<file path="config.mk">
export PLATFORM = sky130hd
export DESIGN_NAME = noise_env_len
export DESIGN_NICKNAME = d
export VERILOG_FILES = /design/src/rtl/noise_env_len.sv
export SDC_FILE = /design/constraint.sdc
export NUM_CORES = 1
export LEC_CHECK = 0
export BUFFER_PORTS_ARGS = -buffer_cell sky130_fd_sc_hd__buf_2
export CORE_MARGIN = 1
export CORE_UTILIZATION = 45
export CTS_CLUSTER_SIZE = 28
export DETAILED_ROUTE_END_ITERATION = 16
export PLACE_DENSITY = 0.6
export SYNTH_ARGS = -nofsm -noshare
export SYNTH_HDL_FRONTEND = slang
export SYNTH_SLANG_ARGS = --single-unit
</file>
<file path="constraint.sdc">
create_clock -name clk -period 2.5 [get_ports clk]
set_input_delay 0.75 -clock clk [delete_from_list [all_inputs] [get_ports clk]]
set_output_delay 0.75 -clock clk [all_outputs]
set_load 0.02 [all_outputs]
</file>
<file path="src/rtl/noise_env_len.sv">
// Noise channel envelope generator and length counter.
// Decodes $400C/$400F writes and produces the registered volume and the length-active status.
module noise_env_len #(
    parameter int unsigned LEN_W = 8
) (
    input  logic             clk,
    input  logic             rst_n,
    input  logic             wr_en,
    input  logic [1:0]       wr_addr,
    input  logic [7:0]       wr_data,
    input  logic             quarter_tick,
    input  logic             half_tick,
    input  logic             chan_en,
    input  logic             lfsr_bit,
    output logic [3:0]       vol_out,
    output logic             len_active
);

    localparam int unsigned CNT_W = 4;
    localparam logic [CNT_W-1:0] DECAY_MAX = CNT_W'(15);

    logic             halt_q,  halt_d;
    logic             const_q, const_d;
    logic [CNT_W-1:0] n_q,     n_d;
    logic             start_q, start_d;
    logic [CNT_W-1:0] decay_q, decay_d;
    logic [CNT_W-1:0] div_q,   div_d;
    logic [LEN_W-1:0] len_q,   len_d;
    logic [CNT_W-1:0] vol_q,   vol_d;
    logic             act_q,   act_d;

    // Length load values indexed by $400F data[7:3].
    function automatic logic [LEN_W-1:0] len_lookup(input logic [4:0] idx);
        logic [7:0] v;
        case (idx)
            5'd0:  v = 8'd10;   5'd1:  v = 8'd254;
            5'd2:  v = 8'd20;   5'd3:  v = 8'd2;
            5'd4:  v = 8'd40;   5'd5:  v = 8'd4;
            5'd6:  v = 8'd80;   5'd7:  v = 8'd6;
            5'd8:  v = 8'd160;  5'd9:  v = 8'd8;
            5'd10: v = 8'd60;   5'd11: v = 8'd10;
            5'd12: v = 8'd14;   5'd13: v = 8'd12;
            5'd14: v = 8'd26;   5'd15: v = 8'd14;
            5'd16: v = 8'd12;   5'd17: v = 8'd16;
            5'd18: v = 8'd24;   5'd19: v = 8'd18;
            5'd20: v = 8'd48;   5'd21: v = 8'd20;
            5'd22: v = 8'd96;   5'd23: v = 8'd22;
            5'd24: v = 8'd192;  5'd25: v = 8'd24;
            5'd26: v = 8'd72;   5'd27: v = 8'd26;
            5'd28: v = 8'd16;   5'd29: v = 8'd28;
            5'd30: v = 8'd32;   default: v = 8'd30;
        endcase
        return LEN_W'(v);
    endfunction

    always_comb begin
        halt_d  = halt_q;
        const_d = const_q;
        n_d     = n_q;
        start_d = start_q;
        decay_d = decay_q;
        div_d   = div_q;
        len_d   = len_q;

        // Envelope step sees the pre-write start flag; a same-cycle $400F write re-arms it below.
        if (quarter_tick) begin
            if (start_q) begin
                start_d = 1'b0;
                decay_d = DECAY_MAX;
                div_d   = n_q;
            end else if (div_q == '0) begin
                div_d = n_q;
                if (decay_q != '0) begin
                    decay_d = decay_q - CNT_W'(1);
                end else if (halt_q) begin
                    decay_d = DECAY_MAX;
                end
            end else begin
                div_d = div_q - CNT_W'(1);
            end
        end

        if (half_tick && !halt_q && (len_q != '0)) begin
            len_d = len_q - LEN_W'(1);
        end

        if (wr_en) begin
            case (wr_addr)
                2'd0: begin
                    halt_d  = wr_data[5];
                    const_d = wr_data[4];
                    n_d     = wr_data[3:0];
                end
                2'd3: begin
                    start_d = 1'b1;
                    if (chan_en) begin
                        len_d = len_lookup(wr_data[7:3]);
                    end
                end
                default: ;
            endcase
        end

        if (!chan_en) begin
            len_d = '0;
        end

        vol_d = ((len_q == '0) || lfsr_bit) ? '0 : (const_q ? n_q : decay_q);
        act_d = (len_q != '0);
    end

    always_ff @(posedge clk or negedge rst_n) begin
        if (!rst_n) begin
            halt_q  <= 1'b0;
            const_q <= 1'b0;
            n_q     <= '0;
            start_q <= 1'b0;
            decay_q <= '0;
            div_q   <= '0;
            len_q   <= '0;
            vol_q   <= '0;
            act_q   <= 1'b0;
        end else begin
            halt_q  <= halt_d;
            const_q <= const_d;
            n_q     <= n_d;
            start_q <= start_d;
            decay_q <= decay_d;
            div_q   <= div_d;
            len_q   <= len_d;
            vol_q   <= vol_d;
            act_q   <= act_d;
        end
    end

    assign vol_out    = vol_q;
    assign len_active = act_q;

endmodule
</file>
==> flow_metrics.tcl, run 1 <==
set metrics [dict create \
    nets 246 \
    grt_use_total_pct 20.8 \
    synth_cell_type_count 48 \
    total_power_mw 1.73 \
    die_x_um 66.5 \
    synth-seq-cells 28 \
    clk_path_buf_depth 2 \
    fin_crit_sh_pct 76.6 \
    clkSlewWorstSetupHoldPaths_ps 100 \
    cp-end-kind "flip-flop" \
    ys_warn_count 0 \
    crit_family "simple AND/OR/NAND/NOR gates" \
    port_buffers 21 \
    status "completed" \
    fmax_mhz 522 \
    die-area_sq_um 4420 \
    viasPerCell 5.84 \
    detail_route.wl_per_cell_um 15.3 \
    htreeDepth 1 \
    syn_nets 227 \
    grt_pass1_vias 1500 \
    instances_no_fill 267 \
    holdBufCountCts 0 \
    peakVddDrop_mv 0.399 \
    drive_above_1_share_pct 18.0 \
    powerDensity_nw_per_um2 831 \
    p_leak_nw 0.935 \
    cts_tree "built" \
    antenna_left 0 \
    dieHeight_um 66.5 \
    start_util_pct 46.7 \
    ios 22 \
    required_ps 2710 \
    syn_avg_cell_area_sq_um 9.39 \
    critPathKind "reg -> reg" \
    dr_total_vias 1560 \
    post_cts_resized 0 \
    crit_top_cell "or3_1" \
    cts_root_buffer "clkbuf_8" \
    hold_violations 0 \
    synth_top_area_cell "dfrtp_1" \
    rows 23 \
    antennaDiodeCount 0 \
    grt_max_degree 29 \
    yosys.area.top_type_share_pct 37.5 \
    drt-initial-drc-count 137 \
    synth-edff-count 0 \
    finalWirelength_um 4100 \
    syn-cell-area_sq_um 1870 \
    worst_pin_slew_ps 628 \
    period_needed_ps 1910 \
    crit_buf_inv 0 \
    async_flop_share_pct 100 \
    hold_ws_ps 483 \
    cts_buffers 3 \
    maxCapViolCount 0 \
    rsz0062_at_grt "false" \
    setup_viol 0 \
    core_sq_um 4000 \
    arrival_ps 2120 \
    slew_violations 0 \
    synth_ff_type "dfrtp_1" \
    cp_slowest_cell "dfrtp_1" \
    hold_path_class "in -> async" \
    place.gp.congestion 0.889 \
    finClkSkew_ps 8.59 \
    grt_pass1_wl_um 6990 \
    ys_top_cells_by_area "dfrtp_1, ha_1, mux2_2, mux2i_1, inv_1" \
    max_stage_delay_ps 450 \
    first_pass_iters 4 \
    overflow 0 \
    crit_chain "or3_1, or3_1, o311ai_0, and3_1" \
    clkLatencyLatePin_ps 270 \
    syn2layout_area_growth_pct 11.2 \
    cp-start-kind "flip-flop" \
    critPathMaxFanout 6 \
    cts_setup_buffers 0 \
    ys_seq_area_share_pct 37.5 \
    dpl.cell_count 263 \
    tns_ps 0 \
    synthCells 199 \
    slew_headroom_pct 58.1 \
    cts_num_sinks 28 \
    dpl.hpwl_um 3160 \
    antenna_found_initial 0 \
    drc 0 \
]
==> synthesized netlist by cell type (2+ instances only) <==
cell and n:
nand2_1 13, nor2b_1 4, nand2b_1 3, o311ai_0 3, a31oi_1 2, nor3_1 7, o221ai_1 2, a21oi_1 10
inv_1 16, dfrtp_1 28, nand3_1 6, o21ai_0 9, mux2_2 10, nand4bb_1 2, a211oi_1 5, o32ai_1 2
a41oi_1 3, nand3b_1 2, and3_1 3, buf_1 2, mux2i_1 7, clkbuf_1 5, nor4_1 3, a22oi_1 2
ha_1 11, nor3b_1 5, nor2_1 9, or3_1 5
==> sequential cells by signal, summed over array words and instances, names as in the netlist <==
register / cells
decay_q: 4
const_q: 1
n_q: 4
len_active: 1
halt_q: 1
start_q: 1
len_q: 8
vol_out: 4
div_q: 4
==> layout by cell type, fill, tap and decap left out, types with 6 or more instances in the layout <==
cell type / netlist / layout
ha_1: 11 / 11
nor3_1: 7 / 7
nand2_1: 13 / 13
dfrtp_1: 28 / 28
buf_2: 0 / 21
mux2_2: 10 / 10
a21oi_1: 10 / 10
o21ai_0: 9 / 9
nor2_1: 9 / 9
mux2i_1: 7 / 7
inv_1: 16 / 16
nand3_1: 6 / 6
==> path summary, 6_finish.rpt <==
| check | cells past startpoint | endpoint | slack [ps] | start |
|---|---|---|---|---|
| worst max-delay path | 4 | len_q[7] | 590 | len_q[2] |
| worst min-delay path | 1 | vol_out[2] | 480 | rst_n |
| worst max register to register | 4 | len_q[7] | 590 | len_q[2] |
| worst min register to register | 1 | div_q[1] | 540 | div_q[1] |
| max in group asynchronous | 1 | len_q[7] | 1600 | rst_n |
| min in group clk | 1 | div_q[1] | 540 | div_q[1] |
==> power breakdown <==
part	switching (mW)	leakage [nW]	internal (mW)	total (mW)
Sequential	0.131	0.344	0.582	0.713
Clock	0.139	0.0357	0.214	0.353
Combinational	0.358	0.555	0.302	0.660
==> metal layers <==
metal | global-route usage (%) | wire length (um) | part of all wire (%)
met1 | 29.0 | 2030 | 50
met4 | 6.38 | 23 | 0.56
met3 | 3.08 | 150 | 3.7
met5 | 0 | 0 | 0
met2 | 33.0 | 1890 | 46
==> per-stage QoR <==
stage               setup slack, ps  instance area, sq um  util (%)
floorplan                       698                  1870         -
global placement                448                  2010      50.2
finish                          585                  2080      52.0
global route                    485                  2080      52.0
detailed placement              354                  2010      50.2
CTS                             566                  2080      52.0
==> logic make-up after synthesis <==
logic type	count (synthesis)	synth area share, %
muxes	17	9.77
adders and majority gates	11	7.36
AOI/OAI and AO/OA	50	18.8
and+or+nand+nor	67	20.4
buffers and inverters	24	5.22
xor gates and xnor gates	2	0.937
DFF	28	37.5
==> area by class of cell <==
type	instances	area, sq um
tap	50	62.6
timing repair buffer	22	113
inverter	16	60.1
clock buffer	3	41.3
multi-input combinational	147	1070
fill	375	1920
clock inverter	1	30.0
sequential	28	701
(Power assumes the default switching activity.)
==> run 2, diff against run 1 <==
--- a/config.mk
+++ b/config.mk
@@ -5,12 +5,13 @@
 export SDC_FILE = /design/constraint.sdc
 export NUM_CORES = 1
 export LEC_CHECK = 0
+export ABC_AREA = 1
 export BUFFER_PORTS_ARGS = -buffer_cell sky130_fd_sc_hd__buf_2
 export CORE_MARGIN = 1
 export CORE_UTILIZATION = 45
 export CTS_CLUSTER_SIZE = 28
 export DETAILED_ROUTE_END_ITERATION = 16
-export PLACE_DENSITY = 0.6
+export PLACE_DENSITY = 0.63
 export SYNTH_ARGS = -nofsm -noshare
 export SYNTH_HDL_FRONTEND = slang
 export SYNTH_SLANG_ARGS = --single-unit
==> constraint.sdc (replaced) <==
create_clock -name clk -period 1.7 [get_ports clk]
set_input_delay 0.51 -clock clk [delete_from_list [all_inputs] [get_ports clk]]
set_output_delay 0.51 -clock clk [all_outputs]
set_load 0.02 [all_outputs]
==> flow_metrics.tcl, run 2 <==
set metrics [dict create \
    critPathMaxFanout 12 \
    nets 316 \
    antenna_found_initial 0 \
    cts_num_sinks 28 \
    grt_pass1_vias 1452 \
    grt_max_degree 29 \
    port_buffers 21 \
    synth_cell_type_count 30 \
    status "completed" \
    slew_headroom_pct 75.6 \
    tns_ps 0 \
    clkSlewWorstSetupHoldPaths_ps 100 \
    cts_buffers 3 \
    hold_ws_ps 220 \
    largest_reg_flops 8 \
    core_sq_um 4000 \
    worst_pin_slew_ps 366 \
    clk_path_buf_depth 2 \
    fin_crit_sh_pct 89.4 \
    ys_seq_area_share_pct 37.6 \
    p_leak_nw 1.10 \
    rsz0062_at_grt "false" \
    htreeDepth 1 \
    finClkSkew_ps 7.10 \
    syn2layout_area_growth_pct 12.6 \
    cts_tree "built" \
    clkLatencyLatePin_ps 270 \
    required_ps 1890 \
    syn_avg_cell_area_sq_um 7.06 \
    die_x_um 66.4 \
    place.gp.congestion 0.899 \
    drive_above_1_share_pct 13.6 \
    yosys.area.top_type_share_pct 37.6 \
    slew_violations 0 \
    critPathKind "reg -> reg" \
    start_util_pct 46.6 \
    reg2reg_depth 9 \
    hold_path_class "in -> async" \
    final_cell_mix "nand2_1, inv_1, dfrtp_1" \
    viasPerCell 5.06 \
    antenna_left 0 \
    ys_top_cells_by_area "dfrtp_1, nand2_1, ha_1, o21ai_0, inv_1" \
    ios 22 \
    peakVddDrop_mv 0.729 \
    cp-end-kind "flip-flop" \
    grt_pass1_wl_um 6740 \
    drc 0 \
    rows 23 \
    syn_nets 292 \
    top_register "len_q" \
    dpl.hpwl_um 3030 \
    hold_violations 0 \
    holdBufCountCts 0 \
    ys_warn_count 0 \
    finalWirelength_um 4030 \
    grt_use_total_pct 20.1 \
    synth_common_cells "nand2_1, inv_1, dfrtp_1, o21ai_0, nor2_1" \
    synth-seq-cells 28 \
    powerDensity_nw_per_um2 1200 \
    dieHeight_um 66.4 \
    cp-start-kind "flip-flop" \
    setup_viol 0 \
    arrival_ps 1710 \
    synthCells 264 \
    crit_top_cell "nand2_1" \
    cts_root_buffer "clkbuf_8" \
    period_needed_ps 1520 \
    cp_slowest_cell "dfrtp_1" \
    synth-edff-count 0 \
    dr_total_vias 1704 \
    post_cts_resized 0 \
    first_pass_iters 4 \
    antennaDiodeCount 0 \
    utilization_pct 52.5 \
    overflow 0 \
    fmax_mhz 658 \
    synth_ff_type "dfrtp_1" \
    cts_setup_buffers 0 \
    fin_ws_ps 180 \
    drt-initial-drc-count 58 \
    place_ws_ps 39.9 \
    crit_chain "inv_1, ha_1, nand2_1, nor2_4, nor2_4, inv_2, nand2_1, nand2_1, a21oi_1" \
    layout_commonest_cell "nand2_1" \
    synth_top_area_cell "dfrtp_1" \
    maxCapViolCount 0 \
    async_flop_share_pct 100 \
    syn-cell-area_sq_um 1860 \
    synth.most_common_cell "nand2_1" \
    detail_route.wl_per_cell_um 12.0 \
    max_stage_delay_ps 350 \
    die-area_sq_um 4400 \
]
run 2: cell count changes after synthesis, sizes merged, moves of 6 or more:
cell / before / now
nor2: 9 / 29
nand3: 6 / 13
o21ai: 9 / 29
nand2: 13 / 82
nor3: 7 / 1
mux2: 10 / 2
inv: 16 / 33
mux2i: 7 / 0
run 2: worst max-delay path, delay by kind of cell, from the launching register on:
family	cells	cell delay [ps]
AND/OR/NAND/NOR	5	530
flip-flops	1	350
buffers and inverters	2	200
adder cells (fa/ha/maj)	1	200
AO/OA/AOI/OAI	1	150
run 2: report_power, final:
part	internal (mW)	switching, mW	total, mW
combinational	0.381	0.639	1.02
sequential	0.851	0.119	0.970
clock	0.315	0.211	0.527
total	1.55	0.970	2.52
run 2: final timing paths:
check	slack, ps	from	to
setup / recovery	180	len_q[0]	len_q[6]
hold / removal	220	rst_n	vol_out[0]
setup reg to reg	180	len_q[0]	len_q[6]
hold reg to reg	490	decay_q[2]	decay_q[2]
max in group asynchronous	1210	rst_n	halt_q
min in group clk	460	wr_data[1]	n_q[1]
run 2: logic make-up (layout without fill, tap and decap cells):
family	Yosys count	count (layout)	synth area share (%)
AO/OA/AOI/OAI	54	54	15.8
XOR/XNOR	2	2	0.940
adder cells (fa/ha/maj)	11	11	7.38
buffers and inverters	40	63	8.66
flip-flops	28	28	37.6
multiplexers	2	2	1.21
AND/OR/NAND/NOR	127	127	28.4
run 2: final cells by class:
cell class	instances	area (sq um)
Timing Repair Buffer	25	135
Inverter	34	128
Multi-Input combinational cell	196	1000
Sequential cell	28	701
Clock inverter	1	30.0
Clock buffer	3	41.3
Tap cell	50	62.6
Fill cell	407	1900
run 2: through the flow:
step,power [mW],std cells,cell area [sq um]
2_1_floorplan,1.75,264,1860
3_3_place_gp,1.97,333,2030
3_5_place_dp,2.00,333,2030
4_1_cts,2.54,337,2100
5_1_grt,2.76,337,2100
6_report,2.52,337,2100
run 2: layer usage:
metal / part of all wire, % / up-vias / global-route usage [%]
li1: - / 890 / -
met1: 51 / 776 / 28.4
met2: 45 / 36 / 32.1
met3: 3.3 / 2 / 2.07
met4: 0.70 / 0 / 5.59
met5: 0 / - / 0
==> run 3, diff against run 2 <==
--- a/config.mk
+++ b/config.mk
@@ -6,7 +6,7 @@
 export NUM_CORES = 1
 export LEC_CHECK = 0
 export ABC_AREA = 1
-export BUFFER_PORTS_ARGS = -buffer_cell sky130_fd_sc_hd__buf_2
+export BUFFER_PORTS_ARGS = -buffer_cell sky130_fd_sc_hd__buf_4
 export CORE_MARGIN = 1
 export CORE_UTILIZATION = 45
 export CTS_CLUSTER_SIZE = 28
==> flow_metrics.tcl, run 3 (synthesized netlist as in run 2, its figures left out) <==
set metrics [dict create \
    ios 22 \
    setup_viol 0 \
    hold_path_class "in -> async" \
    finalWirelength_um 3860 \
    cts_buffers 3 \
    status "completed" \
    port_buffers 21 \
    crit_family "simple AND/OR/NAND/NOR gates" \
    arrival_ps 1680 \
    critPathKind "reg -> reg" \
    multi_input_area_sq_um 1000 \
    start_util_pct 46.6 \
    clk_path_buf_depth 2 \
    crit_chain "inv_1, ha_1, nand2_1, nor2_4, nor2_4, buf_4, o21ai_1, nand2_1, nand2_1, inv_1" \
    hold_violations 0 \
    holdBufCountCts 0 \
    grt_pass1_wl_um 6930 \
    clkLatencyLatePin_ps 280 \
    grt_max_degree 29 \
    cts_root_buffer "clkbuf_8" \
    antenna_found_initial 0 \
    p_leak_nw 1.12 \
    overflow 0 \
    largest_reg_flops 8 \
    fin_crit_sh_pct 88.1 \
    core_sq_um 4000 \
    top_register "len_q" \
    syn2layout_area_growth_pct 15.4 \
    maxCapViolCount 0 \
    rows 23 \
    fillCellCount 388 \
    fmax_mhz 668 \
    cp-start-kind "flip-flop" \
    cp_slowest_cell "dfrtp_1" \
    nets 316 \
    detail_route.wl_per_cell_um 11.5 \
    ff_latch_area_sq_um 701 \
    post_cts_resized 0 \
    dieHeight_um 66.4 \
    cp-end-kind "flip-flop" \
    dr_total_vias 1676 \
    die_x_um 66.4 \
    htreeDepth 1 \
    crit_top_cell "nand2_1" \
    first_pass_iters 4 \
    clkSlewWorstSetupHoldPaths_ps 90 \
    drc 0 \
    cts_setup_buffers 0 \
    grt_use_total_pct 20.7 \
    period_needed_ps 1500 \
    utilization_pct 53.8 \
    die-area_sq_um 4400 \
    cts_num_sinks 28 \
    slew_violations 0 \
    required_ps 1880 \
    rsz0062_at_grt "false" \
    tns_ps 0 \
    dpl.hpwl_um 2940 \
    crit_buf_inv 3 \
    powerDensity_nw_per_um2 1180 \
    layout_commonest_cell "nand2_1" \
    antenna_left 0 \
    drive_above_1_share_pct 13.6 \
    place.gp.congestion 0.939 \
    final_cell_mix "nand2_1, inv_1, dfrtp_1" \
    drt-initial-drc-count 72 \
    critPathMaxFanout 10 \
    worst_pin_slew_ps 367 \
    max_stage_delay_ps 390 \
    finClkSkew_ps 6.21 \
    antennaDiodeCount 0 \
    cts_tree "built" \
    viasPerCell 4.97 \
    grt_pass1_vias 1576 \
    peakVddDrop_mv 0.577 \
    slew_headroom_pct 75.5 \
]
run 3: cell type report:
cell class	count	area share [%]
clock buffers	3	1.92
well taps	50	2.91
clock inverters	1	1.40
repair buffers	25	8.72
multi-input cells	196	46.6
inverters	34	5.93
flip-flops and latches	28	32.6
run 3: worst paths after layout:
path	slack, ps	endpoint	cells after the start	from
max	200	len_q[2]	10	len_q[0]
max reg2reg	200	len_q[2]	10	len_q[0]
min	130	len_q[7]	1	rst_n
min in group clk	450	n_q[1]	2	wr_data[1]
max in group asynchronous	1300	len_active	1	rst_n
min reg2reg	500	decay_q[2]	2	decay_q[2]
run 3: metrics by stage:
stage | cell area, sq um | setup WS (ps) | total power [mW] | hold WS (ps) | instances
3_3_place_gp | 2080 | 15.6 | 2.01 | 454 | 333
3_5_place_dp | 2080 | 3.71 | 2.02 | 454 | 333
5_1_grt | 2150 | 30.6 | 2.79 | 152 | 337
2_1_floorplan | 1860 | 294 | 1.75 | 214 | 264
6_report | 2150 | 202 | 2.55 | 130 | 337
4_1_cts | 2150 | 200 | 2.56 | 144 | 337
run 3: where the power goes:
group          total (mW)  switching, mW  internal [mW]
clock               0.535          0.219          0.316
sequential          0.965          0.114          0.851
combinational        1.05          0.634          0.412
total                2.55          0.967           1.58
run 3: metal layers:
metal	vias to the layer above	wire length [um]	global-route usage [%]	share of wire, %
met1	751	2050	28.5	53
met3	5	114	2.24	3.0
met4	0	56	7.45	1.5
met5	-	0	0	0
met2	34	1640	33.2	42
li1	886	-	-	-
